==> src/rtl/stencil_access_ctrl_pkg.sv <==
// Shared definitions for the stencil access controller.
// Optional feature macro: STENCIL_CLEAR_EN (hardware CLEAR_ALL sweep).
package stencil_access_ctrl_pkg;

    localparam int unsigned STENCIL_ADDR_W = 14;
    localparam int unsigned STENCIL_DEPTH  = 16384;

    typedef enum logic [1:0] {
        OP_READ      = 2'd0,
        OP_WRITE     = 2'd1,
        OP_TAS       = 2'd2,
        OP_CLEAR_ALL = 2'd3
    } stencil_op_e;

    typedef enum logic [1:0] {
        ST_IDLE   = 2'd0,
`ifdef STENCIL_CLEAR_EN
        ST_CLEAR  = 2'd2,
`endif
        ST_TAS_WR = 2'd1
    } stencil_state_e;

endpackage

==> src/rtl/stencil_access_ctrl.sv <==
// Stencil bit-RAM access controller: READ / WRITE / TEST_AND_SET / CLEAR_ALL.
// Optional feature macro: STENCIL_CLEAR_EN. When undefined, CLEAR_ALL is a
// no-op that only pulses o_clear_done.
module stencil_access_ctrl
    import stencil_access_ctrl_pkg::*;
(
    input  logic                      clk,
    input  logic                      i_nrst,
    input  logic                      i_req_valid,
    output logic                      o_req_ready,
    input  logic [1:0]                i_req_op,
    input  logic [STENCIL_ADDR_W-1:0] i_req_addr,
    input  logic                      i_req_bit,
    output logic                      o_rsp_valid,
    output logic                      o_rsp_bit,
    output logic                      o_clear_done,
    output logic [STENCIL_ADDR_W-1:0] o_mem_addr_wr,
    output logic [STENCIL_ADDR_W-1:0] o_mem_addr_rd,
    output logic                      o_mem_din,
    output logic                      o_mem_cs,
    output logic                      o_mem_we,
    input  logic                      i_mem_dout
);

    stencil_state_e              state_q;
    stencil_op_e                 req_op;
    logic [STENCIL_ADDR_W-1:0]   tas_addr_q;
    logic                        tas_bit_q;
    logic                        rsp_valid_q;
    logic                        clear_done_q;
    logic [STENCIL_ADDR_W-1:0]   addr_wr_q;
    logic [STENCIL_ADDR_W-1:0]   addr_wr_d;
    logic [STENCIL_ADDR_W-1:0]   addr_rd_q;
    logic [STENCIL_ADDR_W-1:0]   addr_rd_d;
    logic                        mem_cs_d;
    logic                        mem_we_d;
    logic                        mem_din_d;
`ifdef STENCIL_CLEAR_EN
    logic [STENCIL_ADDR_W-1:0]   cnt_q;
`endif

    assign req_op = stencil_op_e'(i_req_op);

    // RAM port drive: request passes straight through in IDLE so the access lands on the accepting edge
    always_comb begin
        mem_cs_d  = 1'b0;
        mem_we_d  = 1'b0;
        mem_din_d = 1'b0;
        addr_wr_d = addr_wr_q;
        addr_rd_d = addr_rd_q;
        case (state_q)
            ST_IDLE: begin
                if (i_req_valid) begin
                    case (req_op)
                        OP_READ, OP_TAS: begin
                            mem_cs_d  = 1'b1;
                            addr_rd_d = i_req_addr;
                        end
                        OP_WRITE: begin
                            mem_cs_d  = 1'b1;
                            mem_we_d  = 1'b1;
                            addr_wr_d = i_req_addr;
                            mem_din_d = i_req_bit;
                        end
                        default: ;
                    endcase
                end
            end
            ST_TAS_WR: begin
                mem_cs_d  = 1'b1;
                mem_we_d  = 1'b1;
                addr_wr_d = tas_addr_q;
                mem_din_d = tas_bit_q;
            end
`ifdef STENCIL_CLEAR_EN
            ST_CLEAR: begin
                mem_cs_d  = 1'b1;
                mem_we_d  = 1'b1;
                addr_wr_d = cnt_q;
                mem_din_d = 1'b0;
            end
`endif
            default: ;
        endcase
    end

    // Control FSM, request latches, response/done pulses and held RAM addresses
    always_ff @(posedge clk or negedge i_nrst) begin
        if (!i_nrst) begin
            state_q      <= ST_IDLE;
            tas_addr_q   <= '0;
            tas_bit_q    <= 1'b0;
            rsp_valid_q  <= 1'b0;
            clear_done_q <= 1'b0;
            addr_wr_q    <= '0;
            addr_rd_q    <= '0;
`ifdef STENCIL_CLEAR_EN
            cnt_q        <= '0;
`endif
        end else begin
            addr_wr_q    <= addr_wr_d;
            addr_rd_q    <= addr_rd_d;
            rsp_valid_q  <= 1'b0;
            clear_done_q <= 1'b0;
            case (state_q)
                ST_IDLE: begin
                    if (i_req_valid) begin
                        case (req_op)
                            OP_READ: rsp_valid_q <= 1'b1;
                            OP_TAS: begin
                                rsp_valid_q <= 1'b1;
                                tas_addr_q  <= i_req_addr;
                                tas_bit_q   <= i_req_bit;
                                state_q     <= ST_TAS_WR;
                            end
                            OP_CLEAR_ALL: begin
`ifdef STENCIL_CLEAR_EN
                                cnt_q   <= '0;
                                state_q <= ST_CLEAR;
`else
                                clear_done_q <= 1'b1;
`endif
                            end
                            default: ;
                        endcase
                    end
                end
                ST_TAS_WR: state_q <= ST_IDLE;
`ifdef STENCIL_CLEAR_EN
                ST_CLEAR: begin
                    cnt_q <= cnt_q + STENCIL_ADDR_W'(1);
                    if (cnt_q == STENCIL_ADDR_W'(STENCIL_DEPTH - 1)) begin
                        state_q      <= ST_IDLE;
                        clear_done_q <= 1'b1;
                    end
                end
`endif
                default: state_q <= ST_IDLE;
            endcase
        end
    end

    assign o_req_ready   = (state_q == ST_IDLE);
    assign o_rsp_valid   = rsp_valid_q;
    assign o_rsp_bit     = i_mem_dout;
    assign o_clear_done  = clear_done_q;
    assign o_mem_cs      = mem_cs_d;
    assign o_mem_we      = mem_we_d;
    assign o_mem_din     = mem_din_d;
    assign o_mem_addr_wr = addr_wr_d;
    assign o_mem_addr_rd = addr_rd_d;

endmodule

==> config.mk <==
export PLATFORM = sky130hd
export DESIGN_NAME = stencil_access_ctrl
export DESIGN_NICKNAME = d
export VERILOG_FILES = /design/src/rtl/stencil_access_ctrl_pkg.sv /design/src/rtl/stencil_access_ctrl.sv
export SDC_FILE = /design/constraint.sdc
export NUM_CORES = 1
export LEC_CHECK = 0
export BUFFER_PORTS_ARGS = -buffer_cell sky130_fd_sc_hd__buf_2
export CAP_MARGIN = 20
export CELL_PAD_IN_SITES_DETAIL_PLACEMENT = 2
export CELL_PAD_IN_SITES_GLOBAL_PLACEMENT = 2
export CORE_ASPECT_RATIO = 0.75
export CORE_MARGIN = 2
export CORE_UTILIZATION = 30
export DETAILED_ROUTE_END_ITERATION = 6
export PLACE_DENSITY_LB_ADDON = 0.1
export RECOVER_POWER = 100
export SLEW_MARGIN = 15
export SYNTH_ARGS = -nofsm -noshare
export SYNTH_HDL_FRONTEND = slang
export SYNTH_SLANG_ARGS = --single-unit
==> constraint.sdc <==
create_clock -name clk -period 5.4 [get_ports clk]
set_input_delay 1.08 -clock clk [delete_from_list [all_inputs] [get_ports clk]]
set_output_delay 1.08 -clock clk [all_outputs]
set_load 0.05 [all_outputs]
==> parameters.txt <==
Parameter                              Value

Outcome
  Outcome ... complete, but fails checks
  Violated checks ... max-capacitance violations, max-slew violations

STA
  Worst hold slack after final layout ... 481.5 ps
  Measured slew at the worst slew-check pin ... 1880 ps
  Highest attainable clock frequency ... 253.0 MHz
  Minimum clock period ... 3952 ps
  Post-route setup TNS ... 0 ps
  Final critical-path setup slack ... 1448 ps
  Maximum clock skew at final layout ... 4.744 ps
  Final hold violation count ... 0
  Worst relative slew slack ... -25.34%
  Final number of max-transition violations ... 36
  Final worst path period share ... 73.19%
  RSZ-0062 raised after global routing ... false
  Final setup violation count ... 0

Logic synthesis
  Yosys warnings ... 0
  Mapped cell area ... 0.001869 mm2
  Cells after Synth ... 140
  Proportion of netlist area held by the largest area contributor ... 61.58%
  Mapped Nets ... 161
  Dominant cell type by area after synthesis ... dfrtp_1
  Yosys cell types ... 19
  Number of synthesized register bits ... 46
  Avg Cell Area, Syn ... 13.35 um2
  Synth area leaders ... dfrtp_1, mux2_2, a2bb2oi_1
  Share of the yosys chip area belonging to registers ... 61.58%

GRT
  Largest net degree at the start of global routing ... 47
  Number of global-route vias before repair ... 1462
  Global-route wire length before repair ... 7465 um
  Overall routing resource usage ... 14.53%
  Antenna violations before repair ... 0
  Remaining global-route overflow ... 0

Floorplanning
  Row count ... 24
  Effective utilization at floorplan ... 31.60%
  Die outline height ... 72.36 um
  Core Box Area ... 0.005916 mm2
  Boundary Pins ... 56
  Die outline area ... 0.006885 mm2
  Width of the die ... 95.15 um

CTS
  TritonCTS Buffers ... 5
  CTS-repair resized insts ... 0
  Clock transition at path regs ... 80 ps
  Post-CTS Setup Inserts ... 0
  Root cell of the clock tree ... clkbuf_8
  Number of buffers on the longest clock path ... 2
  CTS tree ... yes
  TritonCTS sink count ... 46
  Worst skew pair latency ... 290 ps
  Number of H-tree levels ... 2
  CTS Hold Buffers Added ... 0

Detailed routing
  Average routed wire per standard cell ... 16.89 um
  Initial detailed-routing violation count ... 14
  Drt via density ... 4.781
  Vias after detailed routing ... 1291
  Number of iterations in the first detailed-routing pass ... 2
  Total detailed-routing wirelength ... 4561 um
  Final routed DRC violation total ... 0
  Residual antenna-violating net count after detailed routing ... 0

Pwr
  Internal power component ... 0.6183 mW
  Switching power as a share of total power ... 36.86%
  Sw Pwr ... 0.3609 mW
  Leakage component of the power ... 0.9687 nW
  Proportion of power drawn by flip-flops and latches ... 44.0%
  Power density over the cells ... 438.9 mW/mm2
  Share of power burned in combinational logic ... 30.5%
  Peak supply drop ... 188.7 uV
  Proportion of power drawn by the clock network ... 25.6%

Worst setup path
  Worst path required time ... 4320 ps
  Category of the worst setup path launch point ... input pin
  Max incr delay on CP ... 660 ps
  Most frequent CP cell ... clkbuf_1
  Arrival time at the worst endpoint ... 2870 ps
  Cell type of the slowest stage on the worst timing path ... and3b_1
  Cell breakdown of the critical path ... clkbuf_1, and3b_1, a21oi_1, a2bb2oi_1, clkbuf_1
  Sort of element at the end of the critical path ... primary output
  Type of the worst setup path ... input pin to primary output
  Largest fanout of any net on the critical path ... 15

Finish
  Leading cell types in the layout, fill and taps excluded ... dfrtp_1, clkbuf_1, nand2_1, mux2_1, buf_2
  ANT cells ... 0
  Most common cell after layout, fill and taps aside ... dfrtp_1
  Fin area ... 0.002231 mm2
  Filler cells ... 631
  Net count of the finished layout ... 212
  Filler-free cell count of the finished design ... 270
  Layout overhead on the synthesized area ... 19.34%
  Fraction of final layout cells with drive strength greater than 1 ... 18.23%

Placement
  Area post-placement ... 0.002166 mm2
  Global placer's final weighted congestion ... 0.6516
  Number of buffers inserted by port buffering ... 53
  Placement Setup Slack ... 1660 ps
  Dpl cells ... 261
  Final HPWL DP ... 3081 um

Worst hold path
  Hold crit path type ... flip-flop to flip-flop

Job
  Maximum Capacitance Violations ... 1
-- metal layers --
| layer | global-route usage, % | routed length, um |
|---|---|---|
| met1 | 19.08 | 2061 |
| met2 | 23.63 | 2217 |
| met3 | 3.946 | 235 |
| met4 | 4.348 | 46 |
| met5 | 0 | 0 |
-- sequential cells by signal, indices dropped and copies added (netlist names) --
register and count:
addr_rd_q 14, addr_wr_q 14, tas_addr_q 14, o_clear_done 1, o_rsp_valid 1, state_q 1
tas_bit_q 1
-- critical path, delay by kind of cell --
family | cells | cell delay [ps]
AOI/OAI and AO/OA | 2 | 430
buffers and inverters | 2 | 710
and+or+nand+nor | 1 | 660
-- cells by family (layout without fill, tap and decap cells) --
logic type,Yosys count,after routing,synth area share [%]
compound gates,29,29,10.58
simple gates,25,25,6.627
buf+inv,11,63,3.747
flops,46,46,61.58
mux,29,29,17.47
-- power by group through the flow --
stage          logic [mW]  clock network (mW)  registers [mW]
6_report            0.298               0.250           0.431
5_1_grt             0.319               0.273           0.439
4_1_cts             0.318               0.261           0.432
3_5_place_dp        0.318                   0           0.439
3_3_place_gp        0.310                   0           0.435
2_1_floorplan       0.248                   0           0.432
-- final timing paths --
path	startpoint	endpoint	slack (ps)	cells past startpoint
worst max-delay path	i_req_op[0]	o_mem_addr_wr[11]	1450	5
worst min-delay path	addr_rd_q[11]$_DFF_PN0_	addr_rd_q[11]$_DFF_PN0_	480	1
worst max register to register	state_q[0]$_DFFE_PN0P_	tas_bit_q$_DFFE_PN0P_	2310	3
worst min register to register	addr_rd_q[11]$_DFF_PN0_	addr_rd_q[11]$_DFF_PN0_	480	1
max in group asynchronous	i_nrst	addr_wr_q[8]$_DFF_PN0_	2470	2
min in group asynchronous	i_nrst	addr_wr_q[3]$_DFF_PN0_	760	1
-- cell type report --
type                            count  area [um2]  area share [%]
Clock buffer                        7       76.32           3.421
Clock inverter                      1       30.03           1.346
Multi-Input combinational cell     83       648.1           29.05
Sequential cell                    46        1151           51.60
Tap cell                           78       97.59           4.375
Inverter                            1       3.754          0.1683
Timing Repair Buffer               54       224.0           10.04
-- cell usage after synthesis --
| cell | n |
|---|---|
| o21ai_0 | 1 |
| buf_2 | 2 |
| a21oi_1 | 14 |
| nor3b_4 | 1 |
| buf_4 | 2 |
| a2bb2oi_1 | 14 |
| and2_1 | 1 |
| buf_1 | 1 |
| mux2_1 | 9 |
| nor3b_1 | 1 |
| and3b_1 | 1 |
| buf_8 | 1 |
| mux2_2 | 20 |
| nand3b_1 | 1 |
| dfrtp_1 | 46 |
| buf_6 | 1 |
| clkbuf_1 | 3 |
| clkinv_1 | 1 |
| nand2_1 | 20 |
-- metrics by stage --
| stage | util [%] | power [mW] |
|---|---|---|
| floorplan | - | 0.6799 |
| global placement | 36.61 | 0.7443 |
| detailed placement | 36.61 | 0.7564 |
| CTS | 38.41 | 1.011 |
| global route | 37.71 | 1.031 |
| finish | 37.71 | 0.9791 |
Note: power is estimated with default switching activity, not from simulation.
